$ cat src/rtl/dbg_probe_pkg.sv
// Shared definitions for the debug probe mux: mode encoding and slice offset helper.
package dbg_probe_pkg;

  typedef enum logic [1:0] {
    MODE_LIVE    = 2'b00,
    MODE_SCAN    = 2'b01,
    MODE_CAPTURE = 2'b10,
    MODE_HOLD    = 2'b11
  } mode_e;

  // Flat slice index -> LSB position inside the packed channel bus.
  function automatic int unsigned slice_lsb(input int unsigned idx, input int unsigned out_w);
    return idx * out_w;
  endfunction

endpackage

$ cat src/rtl/dbg_probe_dwell.sv
// Free-running dwell counter with enable, synchronous clear and a wrap pulse on the last count.
module dbg_probe_dwell #(
  parameter int unsigned DWELL = 4
) (
  input  logic clk,
  input  logic rst_n,
  input  logic en,
  input  logic clr,
  output logic wrap
);

  localparam int unsigned CNT_W = (DWELL > 1) ? $clog2(DWELL) : 1;
  localparam logic [CNT_W-1:0] LAST = CNT_W'(DWELL - 1);

  logic [CNT_W-1:0] cnt;

  assign wrap = en && !clr && (cnt == LAST);

  always_ff @(posedge clk) begin
    if (!rst_n || clr) begin
      cnt <= '0;
    end else if (en) begin
      cnt <= (cnt == LAST) ? '0 : cnt + 1'b1;
    end
  end

endmodule

$ cat src/rtl/dbg_probe_mux.sv
// Debug pin/LED mux: live select, timed auto-scan and trig-edge snapshot capture of wide debug channels.
// Optional macro DBG_PROBE_HALT_FREEZE_EN: halted suppresses scan advance and captures.
module dbg_probe_mux
  import dbg_probe_pkg::*;
#(
  parameter int unsigned NUM_CH = 8,
  parameter int unsigned CH_W   = 16,
  parameter int unsigned OUT_W  = 8,
  parameter int unsigned DWELL  = 4194304,
  parameter int unsigned SEL_W  = $clog2(NUM_CH * CH_W / OUT_W)
) (
  input  logic                     clk,
  input  logic                     rst_n,
  input  logic [NUM_CH*CH_W-1:0]   ch_data,
  input  logic [1:0]               mode,
  input  logic [SEL_W-1:0]         sel,
  input  logic                     trig,
  input  logic                     halted,
  output logic [OUT_W-1:0]         pin_out,
  output logic [SEL_W-1:0]         cur_idx,
  output logic                     cap_valid,
  output logic [15:0]              cap_count,
  output logic                     scan_tick
);

  localparam int unsigned NSLICE = CH_W / OUT_W;
  localparam int unsigned TOTAL  = NUM_CH * NSLICE;
  localparam int unsigned OFF_W  = $clog2(NUM_CH * CH_W);
  localparam logic [SEL_W-1:0] LAST_IDX = SEL_W'(TOTAL - 1);

  mode_e                   md;
  logic                    trig_q;
  logic                    trig_edge;
  logic                    freeze;
  logic                    cap_en;
  logic                    wrap;
  logic [SEL_W-1:0]        sel_c;
  logic [SEL_W-1:0]        next_idx;
  logic [OFF_W-1:0]        off;
  logic [NUM_CH*CH_W-1:0]  snap;
  logic [OUT_W-1:0]        live_slice;
  logic [OUT_W-1:0]        snap_slice;

  assign md = mode_e'(mode);

`ifdef DBG_PROBE_HALT_FREEZE_EN
  assign freeze = halted;
`else
  logic unused_halted;
  assign unused_halted = halted;
  assign freeze        = 1'b0;
`endif

  assign trig_edge = trig && !trig_q;
  assign cap_en    = trig_edge && (md == MODE_CAPTURE || md == MODE_HOLD) && !freeze;

  // Clearing outside SCAN (HOLD included) makes every SCAN entry start a fresh dwell period.
  dbg_probe_dwell #(
    .DWELL(DWELL)
  ) u_dwell (
    .clk  (clk),
    .rst_n(rst_n),
    .en   (md == MODE_SCAN && !freeze),
    .clr  (md != MODE_SCAN),
    .wrap (wrap)
  );

  always_comb begin
    sel_c    = (32'(sel) >= TOTAL) ? LAST_IDX : sel;
    next_idx = cur_idx;
    case (md)
      MODE_LIVE, MODE_CAPTURE: next_idx = sel_c;
      MODE_SCAN: if (wrap) next_idx = (cur_idx == LAST_IDX) ? '0 : cur_idx + 1'b1;
      default: next_idx = cur_idx;
    endcase
    off        = OFF_W'(slice_lsb(32'(next_idx), OUT_W));
    live_slice = ch_data[off +: OUT_W];
    snap_slice = snap[off +: OUT_W];
  end

  always_ff @(posedge clk) begin
    if (!rst_n) begin
      pin_out   <= '0;
      cur_idx   <= '0;
      cap_valid <= 1'b0;
      cap_count <= '0;
      scan_tick <= 1'b0;
      trig_q    <= 1'b0;
      snap      <= '0;
    end else begin
      trig_q    <= trig;
      scan_tick <= wrap;
      if (md != MODE_HOLD) begin
        cur_idx <= next_idx;
        // Uses the pre-edge snapshot, so a same-cycle capture shows up one edge later.
        pin_out <= (md == MODE_CAPTURE && cap_valid) ? snap_slice : live_slice;
      end
      if (cap_en) begin
        snap      <= ch_data;
        cap_valid <= 1'b1;
        if (cap_count != '1) cap_count <= cap_count + 1'b1;
      end
    end
  end

endmodule

$ cat config.mk
export PLATFORM = sky130hd
export DESIGN_NAME = dbg_probe_mux
export DESIGN_NICKNAME = d
export VERILOG_FILES = /design/src/rtl/dbg_probe_pkg.sv /design/src/rtl/dbg_probe_dwell.sv /design/src/rtl/dbg_probe_mux.sv
export SDC_FILE = /design/constraint.sdc
export NUM_CORES = 1
export LEC_CHECK = 0
export BUFFER_PORTS_ARGS = -buffer_cell sky130_fd_sc_hd__buf_2
export CAP_MARGIN = 20
export CORE_ASPECT_RATIO = 0.6
export CORE_UTILIZATION = 45
export DETAILED_ROUTE_END_ITERATION = 8
export HOLD_SLACK_MARGIN = 0.12
export PLACE_DENSITY = 0.66
export SYNTH_ARGS = -nofsm -noshare
export SYNTH_HDL_FRONTEND = slang
export SYNTH_HIERARCHICAL = 1
export SYNTH_SLANG_ARGS = --single-unit
$ cat constraint.sdc
create_clock -name clk -period 6.3 [get_ports clk]
set_clock_uncertainty 0.15 [all_clocks]
set_input_delay 0.315 -clock clk [delete_from_list [all_inputs] [get_ports clk]]
set_output_delay 0.315 -clock clk [all_outputs]
set_load 0.02 [all_outputs]
# Word level (Yosys, flattened, before mapping)
# Cells that the tools add are included.
# classes
n_eq_ne	8
shift	2
add_sub_neg	3
mux	5
reduce_logical	13
# op_table
cell	count
$shiftx 128x8->8	2
$add 22x1->22 const B	1
$eq 22x22->1 const B	1
$mux 22	1
$add 16x1->16 const B	1
$ne 16x16->1 const B	1
$mux 4	2
$mux 8	1
$pmux 4 s2	1
$logic_and 1x1->1	5
$add 4x1->4 const B	1
$eq 2x2->1 const B	2
$eq 4x4->1 const B	1
$logic_not 1->1	3
$eq 2x1->1 const B	1
$logic_not 2->1	1
$logic_or 1x1->1	2
$ne 2x1->1 const B	1
$ne 2x2->1 const B	1
$reduce_and 2->1	1
$reduce_or 2->1	1
# totals
in_bits	138
register_bits	181

# Longest topological paths before layout
# Gate-level depths: netlist of run 1.
# depth
depth_word	8
depth_mapped	15
mapped_depth_nobuf	11

# Cells and area by module
# The synthesis of run 1 kept the hierarchy.
# by_module_without_submodules
mod	seq_area_each_um2	instances	cells_per_inst	area_per_inst_um2
dbg_probe_mux	3183.1	1	1211	8578.2
dbg_probe_dwell	440.4	1	120	1054.8

# Least setup slack after synthesis of run 1
# OpenSTA, ideal clock, no wires.
# synth_path
path_type	input port to flip-flop
startpoint	input mode[0]
endpoint	register pin_out[4]
path_stages	15
setup_time_ns	0.122
path_slack_ns	2.650
t_arrival_ns	3.379
path_buffers	4
path_cell_list	clkbuf_1 > nor2b_1 > buf_2 > and3_1 > nand4_1 > nor4_1 > nand2b_1 > a221oi_2 > buf_4 > buf_4 > nand3_1 > a211oi_1 > a211oi_1 > a21oi_1 > a21oi_1
# synth_between
elab_chain_cells	8
word_cells_on_any_way	15
# synth_rtl
item	line	rtl
from (decl)	dbg_probe_mux.sv:15	input logic [1:0] mode,
$ne 2x1->1	dbg_probe_mux.sv:64	.clr (md != MODE_SCAN),
$logic_not 1->1	dbg_probe_dwell.sv:17	assign wrap = en && !clr && (cnt == LAST);
$logic_and 1x1->1 * (2 in a row)	dbg_probe_dwell.sv:17	
named net wrap	dbg_probe_mux.sv:36	logic wrap;
$mux 4 *	dbg_probe_mux.sv:73	MODE_SCAN: if (wrap) next_idx = (cur_idx == LAST_IDX) ? '0 : cur_idx + 1'b1;
$pmux 4 s2 *	dbg_probe_mux.sv:71	case (md)
$shiftx 128x8->8 (on tied branches)	dbg_probe_mux.sv:77, dbg_probe_mux.sv:78	
$mux 8 *	dbg_probe_mux.sv:96	pin_out <= (md == MODE_CAPTURE && cap_valid) ? snap_slice : live_slice;
to (signal assigned)	dbg_probe_mux.sv:96	
to (decl)	dbg_probe_mux.sv:19	output logic [OUT_W-1:0] pin_out,
# The timed path passes the listed nets; every way through them passes the cells marked *.
# A chain may end at the register's enable or synchronous reset.

# Worst setup path in the final report of run 1
# layout_path
startpoint	input mode[0]
endpoint	register pin_out[3]
# The elaborated chain is that of the path after synthesis.

==> summary.md, run 1 <==
| Metric | Value |
|---|---|
| Power density of the placed cells | `218 nW/um^2` |
| Mean instance size in the synthesized netlist | `7.24 um^2` |
| Synthesis-stage register bit count | `181` |
| Power spent charging and discharging nets | `766 uW` |
| Post-route fraction of the period consumed by the critical path | `between 70% and 80%` |
| IR Drop Worst-Case VDD | `between 0.2 and 0.25 mV` |
| Via count | `between 9000 and 10000` |
| Number of enable-type register cells in the synthesized netlist | `0` |
| Width of the chip | `191 um` |
| Worst path max stage delay | `between 0.7 and 0.8 ns` |
| Via count of the first global-routing pass | `8863` |
| Total count of hold-check failures in the final report | `0` |
| Commonest non-fill, non-tap cell in the layout | `sky130_fd_sc_hd__nand2_1` |
| Post-detailed-route DRC marker count | `0` |
| Final-report max-slew violation count | `0` |
| Critical path type | `primary input to register` |
| Tightest Hold Check Type | `primary input to register` |
| Congestion Overflow GR | `0` |
| Number of standard cells after synthesis | `~1300` |
| Count of buffers inserted at the top-level ports | `166` |
| Initial core utilization | `45.9%` |
| Total track usage | `27.9%` |
| Number of library cell types mapped by synthesis | `56` |
| Number of nets at the end of the flow | `between 1500 and 2000` |
| Core footprint | `21000 um^2` |
| Max H-tree Level | `4` |
| Capturing element type of the critical path | `register` |
| Static leakage | `4.94 nW` |
| Share of Yosys cell area claimed by the top area cell type | `37.6%` |
| Clock share of power | `between 30% and 40%` |
| Number of clock buffers inserted by TritonCTS | `17` |
| Die Footprint | `22000 um^2` |
| Share of synthesized flip-flops with an asynchronous set or reset | `0%` |
| Deepest clock path buffer count | `2` |
| Number of DRC markers in iteration 0 | `slightly below 1000` |
| Crit path arrival time | `4.61 ns` |
| Sequential cell fraction of total power | `44.7%` |
| Least-Margin Pin Slew | `~1.1 ns` |
| Net Count, Synth | `1472` |
| Number of gates resized after cts | `0` |
| Setup repair after global routing missed its margin | `no` |
| Clk_lat worst skew | `between 0.4 and 0.5 ns` |
| Post-route minimum period | `4.42 ns` |
| Crit path top cell by count | `sky130_fd_sc_hd__buf_4` |
| Top fanout value on the critical path | `19` |
| Top area cells in the synthesized netlist | `sky130_fd_sc_hd__dfxtp_1 (38%), sky130_fd_sc_hd__nand2_1 (20%), sky130_fd_sc_hd__a21boi_0 (10%)` |
| Iteration count of the initial detailed-routing pass | `5` |
| Main flop type after synthesis | `sky130_fd_sc_hd__dfxtp_1` |
| Number of cell rows | `41` |
| Power, Total | `2.71 mW` |
| Crit-path slowest cell | `sky130_fd_sc_hd__a21o_1` |
| Combined area of all synthesized cells | `9630 um^2` |
| Run status | `complete, no violations` |
| Total of endpoints with negative setup slack in the final report | `0` |
| Maximum number of pins on one net before global-route repair | `122` |
| Routed wirelength normalized by instance count | `16.4 um` |
| Height of the chip | `115 um` |
| Setup crit start kind | `primary input` |
| Worst-path cell chain | `buf_2, nor2b_1, and3_1, nand4_1, nor4_1, buf_4, nand2b_1, mux2i_1, a21o_1, buf_4, a311oi_1, o21ai_0, nor4b_1, nor3_1` |
| Largest area contributor in the netlist | `sky130_fd_sc_hd__dfxtp_1` |
| Total clock sinks | `~180` |
| Internal Pwr Total | `about 2 mW` |
| Part of the power in combinational logic | `around 17%` |
| Post-CTS clock slew at the launch and capture registers of the worst setup and hold paths | `0.07 ns` |
| Reported max-cap violation count | `0` |
| Number of filler cells placed in the layout | `1886` |
| Final Instance Area | `12400 um^2` |
| Multi-input logic area | `~5600 um^2` |
| Total Negative Setup Slacks | `0 ns` |
| Worst slew margin relative to its limit | `roughly 27%` |
| Initial antenna violation count | `1` |
| Share of synthesized area occupied by flip-flops and latches | `between 30% and 40%` |
| Share of final-layout standard cells stronger than drive strength 1 | `between 10% and 20%` |
| Io pins | `168` |
| Syn-to-layout area delta | `29.0%` |
| Master cell of the clock root buffer | `sky130_fd_sc_hd__clkbuf_16` |
| Number of vias per cell | `between 5 and 6` |
| Clock tree from TritonCTS | `built` |
| Wire length of the first global-routing pass | `47700 um` |
| Buffers inserted by post-CTS timing repair | `0` |
| Remaining antenna violation count | `0` |
| FF/Latch Area | `3620 um^2` |
| HPWL after detailed placement | `18800 um` |
| Ys Warns | `6` |
| Switching part of the total power | `roughly 28%` |
| Max Freq | `between 200 and 250 MHz` |
| Placed Area | `between 10000 and 15000 um^2` |
| Data required time of the worst path | `6.48 ns` |
| Most frequent cells in the layout | `sky130_fd_sc_hd__nand2_1 (509), sky130_fd_sc_hd__dfxtp_1 (181), sky130_fd_sc_hd__buf_2 (165)` |
| Final estimated routing congestion in global placement | `~0.82` |
| Routed wire length | `slightly above 30000 um` |
==> state kept, by name, summed over array words and instances, names as in the netlist <==
| register | cells |
|---|---|
| cap_count | 16 |
| u_dwell/cnt | 22 |
| cap_valid | 1 |
| scan_tick | 1 |
| cur_idx | 4 |
| snap | 128 |
| trig_q | 1 |
| pin_out | 8 |
==> layer usage <==
layer / up-vias / share of wire, % / global-route usage (%)
li1: 4947 / - / -
met5: - / 0 / 0
met4: 0 / 1.8 / 8.59
met3: 38 / 7.9 / 5.89
met1: 4573 / 49 / 41.4
met2: 392 / 42 / 39.9
==> repair_timing <==
action	in CTS	in global routing
setup endpoints to repair	0	0
endpoints found under the hold margin	130	0
hold buffers	129	0
==> through the flow <==
step,instances,hold slack (ns),utilization [%],setup slack [ns]
2_1_floorplan,1331,0.287,-,2.65
3_3_place_gp,1687,0.301,50.3,1.72
3_5_place_dp,1687,0.308,50.3,1.60
4_1_cts,1848,0.285,59.1,1.96
5_1_grt,1850,0.282,59.2,1.60
6_report,1850,0.245,59.2,1.88
==> worst max-delay path, delay by kind of cell <==
| kind | cells | cell delay [ns] |
|---|---|---|
| AO/OA/AOI/OAI | 3 | 1.07 |
| AND/OR/NAND/NOR | 7 | 2.14 |
| buffers and inverters | 3 | 0.74 |
| multiplexers | 1 | 0.31 |
==> cell families after synthesis <==
family	count (synthesis)	share of synthesized area (%)
xor+xnor	30	2.73
fa+ha+maj	3	0.390
compound gates	294	21.6
flops	181	37.6
buf+inv	110	4.84
mux	10	1.17
simple gates	703	31.7
==> path summary, 6_finish.rpt <==
path | startpoint | endpoint | slack, ns | depth (start not counted)
setup / recovery | mode[0] | pin_out[3] | 1.88 | 14
setup reg to reg | u_dwell/cnt[0] | pin_out[3] | 2.01 | 13
hold reg to reg | snap[32] | snap[32] | 0.32 | 2
hold / removal | mode[1] | snap[117] | 0.25 | 5
==> layout make-up <==
| cell class | count | area share (%) |
|---|---|---|
| clock buffer | 20 | 3.67 |
| timing repair buffer | 311 | 18.4 |
| multi-input combinational | 1040 | 45.0 |
| inverter | 6 | 0.181 |
| sequential | 181 | 29.2 |
| antenna | 1 | 0.0201 |
| tap | 279 | 2.81 |
| clock inverter | 12 | 0.846 |
==> synthesized netlist by cell type (4+ instances only) <==
library cell,count
sky130_fd_sc_hd__a211oi_1,30
sky130_fd_sc_hd__a21boi_0,129
sky130_fd_sc_hd__a21oi_1,31
sky130_fd_sc_hd__a311oi_1,18
sky130_fd_sc_hd__and2_1,36
sky130_fd_sc_hd__buf_1,5
sky130_fd_sc_hd__buf_2,31
sky130_fd_sc_hd__buf_4,4
sky130_fd_sc_hd__clkbuf_1,64
sky130_fd_sc_hd__dfxtp_1,181
sky130_fd_sc_hd__inv_1,6
sky130_fd_sc_hd__mux2i_1,9
sky130_fd_sc_hd__nand2_1,509
sky130_fd_sc_hd__nand3_1,59
sky130_fd_sc_hd__nand3b_1,9
sky130_fd_sc_hd__nand4_1,14
sky130_fd_sc_hd__nor2_1,27
sky130_fd_sc_hd__nor2b_1,10
sky130_fd_sc_hd__nor3_1,5
sky130_fd_sc_hd__nor4_1,5
sky130_fd_sc_hd__o211ai_1,29
sky130_fd_sc_hd__o21a_1,8
sky130_fd_sc_hd__o21ai_0,33
sky130_fd_sc_hd__or3_1,6
sky130_fd_sc_hd__xnor2_1,14
sky130_fd_sc_hd__xor2_1,16
==> power groups by stage <==
stage,Clock (mW),Combinational [mW],Sequential [mW]
6_report,1.05,0.453,1.21
5_1_grt,1.11,0.493,1.22
4_1_cts,1.07,0.444,1.21
3_5_place_dp,0,0.379,1.24
3_3_place_gp,0,0.376,1.24
2_1_floorplan,0,0.223,1.24
(Power assumes the default switching activity.)
==> inputs of run 2 (changes only) <==
Clock period 6.3 ns to 4.4 ns, I/O delays scaled along.
==> run 2 against run 1 <==
Against the previous run:
- non-clock buffer count up 39
- routed wire length is 1.6% higher
- clock power rose by 55%
- worst setup slack worse by 1.3 ns
- critical endpoint unchanged
- critical path depth did not move
- design area increased by 3.5%
- first-iteration DRC count fell by 5.5%
- register-to-register slack worse by 1.4 ns
==> summary.md, run 2 (synthesis results as in run 1) <==
| Metric | Value |
|---|---|
| Worst-case setup margin in the final layout | `0.567 ns (-1.31 ns)` |
| Crit path arrival time | `4.01 ns (-0.60 ns)` |
| Number of buffer and inverter instances along the worst setup path | `4 (+1)` |
| Initial core utilization | `45.9% (unchanged)` |
| IR Drop Worst-Case VDD | `0.274 mV (+26%)` |
| Data required time of the worst path | `4.57 ns (-1.91 ns)` |
| Total count of hold-check failures in the final report | `0 (unchanged)` |
| Routed wirelength normalized by instance count | `16.3 um (-0.51%)` |
| Commonest non-fill, non-tap cell in the layout | `sky130_fd_sc_hd__nand2_1` |
| Height of the chip | `115 um (unchanged)` |
| Total of endpoints with negative setup slack in the final report | `0 (unchanged)` |
| Post-CTS clock slew at the launch and capture registers of the worst setup and hold paths | `0.08 ns (about the same)` |
| Setup crit start kind | `register` |
| Capturing element type of the critical path | `register` |
| Core footprint | `21000 um^2 (unchanged)` |
| Crit-path slowest cell | `sky130_fd_sc_hd__dfxtp_1` |
| Number of nets at the end of the flow | `1737 (+2.3%)` |
| GRT met3 Usage | `5.89% (unchanged)` |
| HPWL after detailed placement | `19100 um (+1.8%)` |
| Via count | `10173 (+2.2%)` |
| Worst slew margin relative to its limit | `34.4% (+7.4 points)` |
| Total clock sinks | `181 (unchanged)` |
| Post-route fraction of the period consumed by the critical path | `87.1%` |
| GR Layer Usage met2 | `40.4% (+0.53 points)` |
| Clock tree from TritonCTS | `built` |
| Remaining antenna violation count | `0 (unchanged)` |
| Count of buffers inserted at the top-level ports | `166 (unchanged)` |
| Setup repair after global routing missed its margin | `no` |
| Part of the power in combinational logic | `16.7% (about the same)` |
| Via count of the first global-routing pass | `9101 (+2.7%)` |
| Internal Pwr Total | `2.92 mW (+50%)` |
| Wire length of the first global-routing pass | `48700 um (+2.2%)` |
| Clock share of power | `40.3% (+1.6 points)` |
| Final estimated routing congestion in global placement | `0.827 (+1.1%)` |
| Static leakage | `5.20 nW (+5.4%)` |
| Die Footprint | `22000 um^2 (unchanged)` |
| Number of gates resized after cts | `0 (unchanged)` |
| Iteration count of the initial detailed-routing pass | `5 (unchanged)` |
| Share of final-layout standard cells stronger than drive strength 1 | `14.9% (+0.20 points)` |
| Met1 layer usage reported by global route | `42.8% (+1.4 points)` |
| Most flops, register | `snap` |
| Power density of the placed cells | `314 nW/um^2 (+44%)` |
| Most frequent cells in the layout | `sky130_fd_sc_hd__nand2_1 (509), sky130_fd_sc_hd__dfxtp_1 (181), sky130_fd_sc_hd__buf_2 (165)` |
| Number of vias per cell | `5.39 (+0.13%)` |
| Congestion Overflow GR | `0 (unchanged)` |
| Worst-path cell chain | `ha_1, and3_1, nand4_1, buf_4, nor4_1, buf_4, nand2b_1, a221oi_4, buf_12, buf_4, a311oi_1, o21ai_0, nor4b_1, nor3_1` |
| Post-route minimum period | `3.83 ns` |
| Syn-to-layout area delta | `33.5%` |
| Number of DRC markers in iteration 0 | `923 (-5.5%)` |
| Max H-tree Level | `4 (unchanged)` |
| Max Freq | `approximately 260 MHz` |
| Max FFs per register | `128 (unchanged)` |
| Io pins | `168 (unchanged)` |
| Switching part of the total power | `27.7% (-0.54 points)` |
| Worst slack after detailed placement | `0.667 ns (-0.931 ns)` |
| Reported max-cap violation count | `0 (unchanged)` |
| Top fanout value on the critical path | `63 (+44)` |
| Critical path type | `register to register` |
| Post-detailed-route DRC marker count | `0 (unchanged)` |
| Worst setup slack for register-to-register paths | `0.57 ns (-1.44 ns)` |
| Least-Margin Pin Slew | `0.982 ns (-0.113 ns)` |
| Final-report max-slew violation count | `0 (unchanged)` |
| Worst path max stage delay | `0.39 ns (-0.40 ns)` |
| Crit path top cell by count | `sky130_fd_sc_hd__buf_4` |
| Sequential cell fraction of total power | `43.0% (-1.7 points)` |
| Global route hottest layer | `met1` |
| Tightest Hold Check Type | `primary input to register` |
| Initial antenna violation count | `1 (unchanged)` |
| Run status | `complete, no violations` |
| Power spent charging and discharging nets | `1.12 mW (+46%)` |
| Total track usage | `28.3% (+0.46 points)` |
| Master cell of the clock root buffer | `sky130_fd_sc_hd__clkbuf_16` |
| Total Negative Setup Slacks | `0 ns (unchanged)` |
| Maximum number of pins on one net before global-route repair | `122 (unchanged)` |
| Clk_lat worst skew | `0.44 ns (about the same)` |
| Buffers inserted by post-CTS timing repair | `0 (unchanged)` |
| Width of the chip | `191 um (unchanged)` |
| Top Family by Delay on Critical Path | `simple AND/OR/NAND/NOR gates` |
| Routed wire length | `30900 um (+1.6%)` |
| Power, Total | `4.03 mW (+49%)` |
| Number of clock buffers inserted by TritonCTS | `17 (unchanged)` |
| Registers with the most flip-flops | `snap x128, u_dwell/cnt x22, cap_count x16` |
| Deepest clock path buffer count | `2 (unchanged)` |
| Number of cell rows | `41 (unchanged)` |
## run 2: cell types whose count changed in the layout (fill, tap and decap cells not counted), moves of 2 or more
cell and change:
sky130_fd_sc_hd__bufinv_16 +2, sky130_fd_sc_hd__clkinv_4 -2, sky130_fd_sc_hd__buf_4 +7, sky130_fd_sc_hd__clkinv_2 -2, sky130_fd_sc_hd__inv_6 +4, sky130_fd_sc_hd__dlygate4sd3_1 +31
## run 2: layout make-up
type,instances,area (um^2)
flip-flops and latches,181,3620
well taps,279,349
repair buffers,350,2670
clock inverters,14,173
clock buffers,18,439
inverters,6,22.5
multi-input cells,1040,5590
fillers,1871,8120
diodes,1,2.50
## run 2: final timing paths
check,end,depth (start not counted),start
setup / recovery,pin_out[3],14,u_dwell/cnt[0]
hold / removal,pin_out[6],5,sel[2]
setup reg to reg,pin_out[3],14,u_dwell/cnt[0]
hold reg to reg,snap[24],2,snap[24]
## run 2: timing repair
action / in CTS / in global routing
endpoints found under the hold margin: 135 / 0
hold buffers: 160 / 0
endpoints found under the setup margin: 0 / 0
## run 2: routing by layer
metal | vias up | wire length (um) | share of wire, %
met2 | 360 | 12900 | 42
met5 | - | 0 | 0
met3 | 22 | 2420 | 7.8
met4 | 0 | 363 | 1.2
li1 | 5020 | - | -
met1 | 4771 | 15100 | 49
## run 2: through the flow
step | util (%) | cell area, um^2 | instances | hold slack (ns)
2_1_floorplan | - | 9630 | 1331 | 0.192
3_3_place_gp | 50.7 | 10600 | 1696 | 0.300
3_5_place_dp | 50.7 | 10600 | 1696 | 0.306
4_1_cts | 61.3 | 12900 | 1888 | 0.186
5_1_grt | 61.3 | 12900 | 1889 | 0.238
6_report | 61.3 | 12900 | 1889 | 0.225
## run 2: worst min-delay path, cell delays in order
cell                      delay [ns]
sky130_fd_sc_hd__buf_2          0.08
sky130_fd_sc_hd__nor2_1         0.09
sky130_fd_sc_hd__o21ai_0        0.19
sky130_fd_sc_hd__nand4_1        0.09
sky130_fd_sc_hd__o21ai_1        0.11
## run 2: power groups by stage
stage               Combinational, mW  Sequential, mW  Clock [mW]
floorplan                       0.319            1.78           0
global placement                0.546            1.77           0
detailed placement              0.550            1.77           0
CTS                             0.660            1.73        1.65
global route                    0.733            1.74        1.72
finish                          0.672            1.74        1.63
==> inputs of run 3 (changes only) <==
Settings changed: CORE_MARGIN set to 3, SYNTH_HIERARCHICAL 1 to not set.
==> run 3 against run 2 <==
Against the previous run:
- combinational power down 3%
- highest routed layer unchanged
- sequential share of layout area up 0.37 points
- largest power group unchanged
- count of clock-buffer cells in the layout up 2
==> summary.md, run 3 <==
| Metric | Value |
|---|---|
| Run status | `complete, no violations` |
| Total count of hold-check failures in the final report | `0 (unchanged)` |
| Final-report max-slew violation count | `0 (unchanged)` |
| Clock share of power | `40.0% (-0.3 points)` |
| Mean instance size in the synthesized netlist | `7.36 um^2 (+1.7%)` |
| Part of the power in combinational logic | `16.3% (-0.4 points)` |
| IR Drop Worst-Case VDD | `0.275 mV (+0.25%)` |
| Maximum number of pins on one net before global-route repair | `81 (-34%)` |
| Synthesis-stage register bit count | `181 (unchanged)` |
| Number of DRC markers in iteration 0 | `1020 (+11%)` |
| Crit-path slowest cell | `sky130_fd_sc_hd__or4_1` |
| Post-CTS clock slew at the launch and capture registers of the worst setup and hold paths | `0.07 ns (about the same)` |
| Sequential cell fraction of total power | `43.7% (+0.7 points)` |
| Most flops, register | `snap` |
| Die Footprint | `23000 um^2 (+4.4%)` |
| Number of cell rows | `40 (-2.4%)` |
| Tightest Hold Check Type | `primary input to register` |
| Max Freq | `276 MHz (+5.9%)` |
| Buffers inserted by post-CTS timing repair | `0 (unchanged)` |
| Congestion Overflow GR | `0 (unchanged)` |
| Count of antenna diodes in the layout | `0 (-1)` |
| HPWL after detailed placement | `20800 um (+9.1%)` |
| Via count | `10153 (-0.20%)` |
| Number of vias per cell | `5.51 (+2.2%)` |
| Setup crit start kind | `register` |
| Worst slew margin relative to its limit | `29.5% (-4.9 points)` |
| Deepest clock path buffer count | `2 (unchanged)` |
| Core utilization of the finished layout | `62.3% (+1.0 points)` |
| Number of enable-type register cells in the synthesized netlist | `0 (unchanged)` |
| Total Negative Setup Slacks | `0 ns (unchanged)` |
| Commonest non-fill, non-tap cell in the layout | `sky130_fd_sc_hd__nand2_1` |
| Worst path max stage delay | `0.60 ns (+0.21 ns)` |
| Least-Margin Pin Slew | `1.06 ns (+0.0729 ns)` |
| Critical path type | `register to register` |
| Share of Yosys cell area claimed by the top area cell type | `38.1% (+0.47 points)` |
| Height of the chip | `119 um (+2.9%)` |
| Number of nets at the end of the flow | `1700 (-2.1%)` |
| Count of buffers inserted at the top-level ports | `166 (unchanged)` |
| Post-CTS Hold Fix Bufs | `161 (+0.63%)` |
| Post-route minimum period | `3.62 ns (-0.212 ns)` |
| Worst setup slack for register-to-register paths | `0.78 ns (+0.21 ns)` |
| Routed wirelength normalized by instance count | `17.9 um (+9.4%)` |
| Worst-path cell chain | `ha_1, nand3_1, nor4_1, a31oi_2, nand2_2, buf_4, buf_4, and3_1, nor4_1, or4_1, nand3_1` |
| Post-detailed-route DRC marker count | `0 (unchanged)` |
| Clk_lat worst skew | `0.44 ns (about the same)` |
| Via count of the first global-routing pass | `9484 (+4.2%)` |
| Net Count, Synth | `1433 (-2.6%)` |
| Max FFs per register | `128 (unchanged)` |
| Max H-tree Level | `4 (unchanged)` |
| Master cell of the clock root buffer | `sky130_fd_sc_hd__clkbuf_16` |
| Most frequent cells in the layout | `sky130_fd_sc_hd__nand2_1 (438), sky130_fd_sc_hd__dfxtp_1 (181), sky130_fd_sc_hd__buf_2 (165)` |
| Initial antenna violation count | `1 (unchanged)` |
| Core footprint | `20400 um^2 (-2.9%)` |
| Number of clock buffers inserted by TritonCTS | `17 (unchanged)` |
| Power spent charging and discharging nets | `1.10 mW (-1.1%)` |
| Combined area of all synthesized cells | `9510 um^2 (-1.2%)` |
| Routed wire length | `33000 um (+6.8%)` |
| Clock tree from TritonCTS | `built` |
| Data required time of the worst path | `4.63 ns (+0.06 ns)` |
| Most common cell in the synthesized netlist | `sky130_fd_sc_hd__nand2_1` |
| Largest area contributor in the netlist | `sky130_fd_sc_hd__dfxtp_1` |
| Top Family by Delay on Critical Path | `simple AND/OR/NAND/NOR gates` |
| Static leakage | `5.08 nW (-2.4%)` |
| Number of library cell types mapped by synthesis | `51 (-8.9%)` |
| Initial core utilization | `46.7% (+0.80 points)` |
| Switching part of the total power | `27.6% (-0.12 points)` |
| Wire length of the first global-routing pass | `51800 um (+6.3%)` |
| Number of buffer and inverter instances along the worst setup path | `2 (-2)` |
| Top area cells in the synthesized netlist | `sky130_fd_sc_hd__dfxtp_1 (38%), sky130_fd_sc_hd__nand2_1 (17%), sky130_fd_sc_hd__a21boi_0 (12%)` |
| Top fanout value on the critical path | `13 (-79%)` |
| Ranking of synthesized cells by instance count | `sky130_fd_sc_hd__nand2_1 (439), sky130_fd_sc_hd__dfxtp_1 (181), sky130_fd_sc_hd__a21boi_0 (147), sky130_fd_sc_hd__a21oi_1 (83), sky130_fd_sc_hd__clkbuf_1 (80)` |
| Setup repair after global routing missed its margin | `no` |
| Reported max-cap violation count | `0 (unchanged)` |
| Share of synthesized area occupied by flip-flops and latches | `38.1% (+0.47 points)` |
| Registers with the most flip-flops | `snap x128, u_dwell.cnt x22, cap_count x16` |
| Total of endpoints with negative setup slack in the final report | `0 (unchanged)` |
| Share of synthesized flip-flops with an asynchronous set or reset | `0% (unchanged)` |
| Remaining antenna violation count | `0 (unchanged)` |
| Total clock sinks | `181 (unchanged)` |
| Internal Pwr Total | `2.90 mW (-0.51%)` |
| Main flop type after synthesis | `sky130_fd_sc_hd__dfxtp_1` |
| Post-route fraction of the period consumed by the critical path | `82.3% (-4.8 points)` |
| Iteration count of the initial detailed-routing pass | `7 (+2)` |
| Io pins | `168 (unchanged)` |
| Total track usage | `28.0% (-0.39 points)` |
| Width of the chip | `194 um (+1.5%)` |
| Syn-to-layout area delta | `33.4% (about the same)` |
| Power density of the placed cells | `316 nW/um^2 (+0.61%)` |
| Crit path arrival time | `3.85 ns (-0.16 ns)` |
| Number of gates resized after cts | `0 (unchanged)` |
| Final estimated routing congestion in global placement | `0.828 (+0.17%)` |
| Share of final-layout standard cells stronger than drive strength 1 | `14.6% (-0.21 points)` |
| Ys Warns | `0 (-6)` |
| Number of standard cells after synthesis | `1292 (-2.9%)` |
| Capturing element type of the critical path | `register` |
-- run 3: kinds of logic (layout without fill, tap and decap cells) --
family,Yosys count,after routing,synth area share (%)
buffers and inverters,103,382,4.48
flip-flops,181,181,38.1
multiplexers,22,22,2.33
AND/OR/NAND/NOR,654,654,30.4
AO/OA/AOI/OAI,301,301,21.8
adder cells (fa/ha/maj),3,3,0.395
XOR/XNOR,28,28,2.58
-- run 3: worst register-to-register path, stage by stage, from the launching register on --
cell                      delay [ns]
sky130_fd_sc_hd__dfxtp_1        0.36
sky130_fd_sc_hd__ha_1           0.20
sky130_fd_sc_hd__nand3_1        0.18
sky130_fd_sc_hd__nor4_1         0.40
sky130_fd_sc_hd__a31oi_2        0.34
sky130_fd_sc_hd__nand2_2        0.43
sky130_fd_sc_hd__buf_4          0.31
sky130_fd_sc_hd__buf_4          0.26
sky130_fd_sc_hd__and3_1         0.18
sky130_fd_sc_hd__nor4_1         0.05
sky130_fd_sc_hd__or4_1          0.60
sky130_fd_sc_hd__nand3_1        0.10
-- run 3: power groups by stage --
stage,clock (mW),combinational (mW),sequential (mW)
after floorplan,0,0.298,1.79
after global placement,0,0.524,1.78
after detailed placement,0,0.529,1.79
after CTS,1.61,0.637,1.75
after global routing,1.68,0.706,1.76
final,1.60,0.652,1.75
-- run 3: layout make-up --
| cell class | instances | area, um^2 |
|---|---|---|
| well taps | 273 | 342 |
| clock inverters | 11 | 151 |
| repair buffers | 347 | 2620 |
| inverters | 4 | 15.0 |
| clock buffers | 20 | 447 |
| flip-flops and latches | 181 | 3620 |
| fillers | 1782 | 7670 |
| multi-input cells | 1008 | 5500 |
-- run 3: per-layer routing --
metal | track usage, % | vias to the layer above | routed length, um
met3 | 5.95 | 43 | 2710
met5 | 0 | - | 0
met2 | 40.3 | 411 | 14000
met4 | 7.90 | 0 | 540
met1 | 41.8 | 4772 | 15700
li1 | - | 4927 | -
-- run 3: final timing paths --
path	from	to	depth (start not counted)
max reg2reg	u_dwell.cnt[0]	pin_out[5]	11
max	u_dwell.cnt[0]	pin_out[5]	11
min reg2reg	u_dwell.cnt[0]	u_dwell.cnt[0]	1
min	mode[1]	scan_tick	4
-- run 3: through the flow --
| step | std cells | hold slack [ns] | power [mW] | worst slack (ns) | cell area [um^2] |
|---|---|---|---|---|---|
| floorplan | 1292 | 0.192 | 2.09 | 1.54 | 9510 |
| global placement | 1652 | 0.279 | 2.31 | 0.881 | 10500 |
| detailed placement | 1652 | 0.291 | 2.32 | 0.833 | 10500 |
| CTS | 1844 | 0.131 | 4.00 | 0.809 | 12700 |
| global route | 1844 | 0.182 | 4.15 | 0.591 | 12700 |
| finish | 1844 | 0.144 | 4.01 | 0.779 | 12700 |
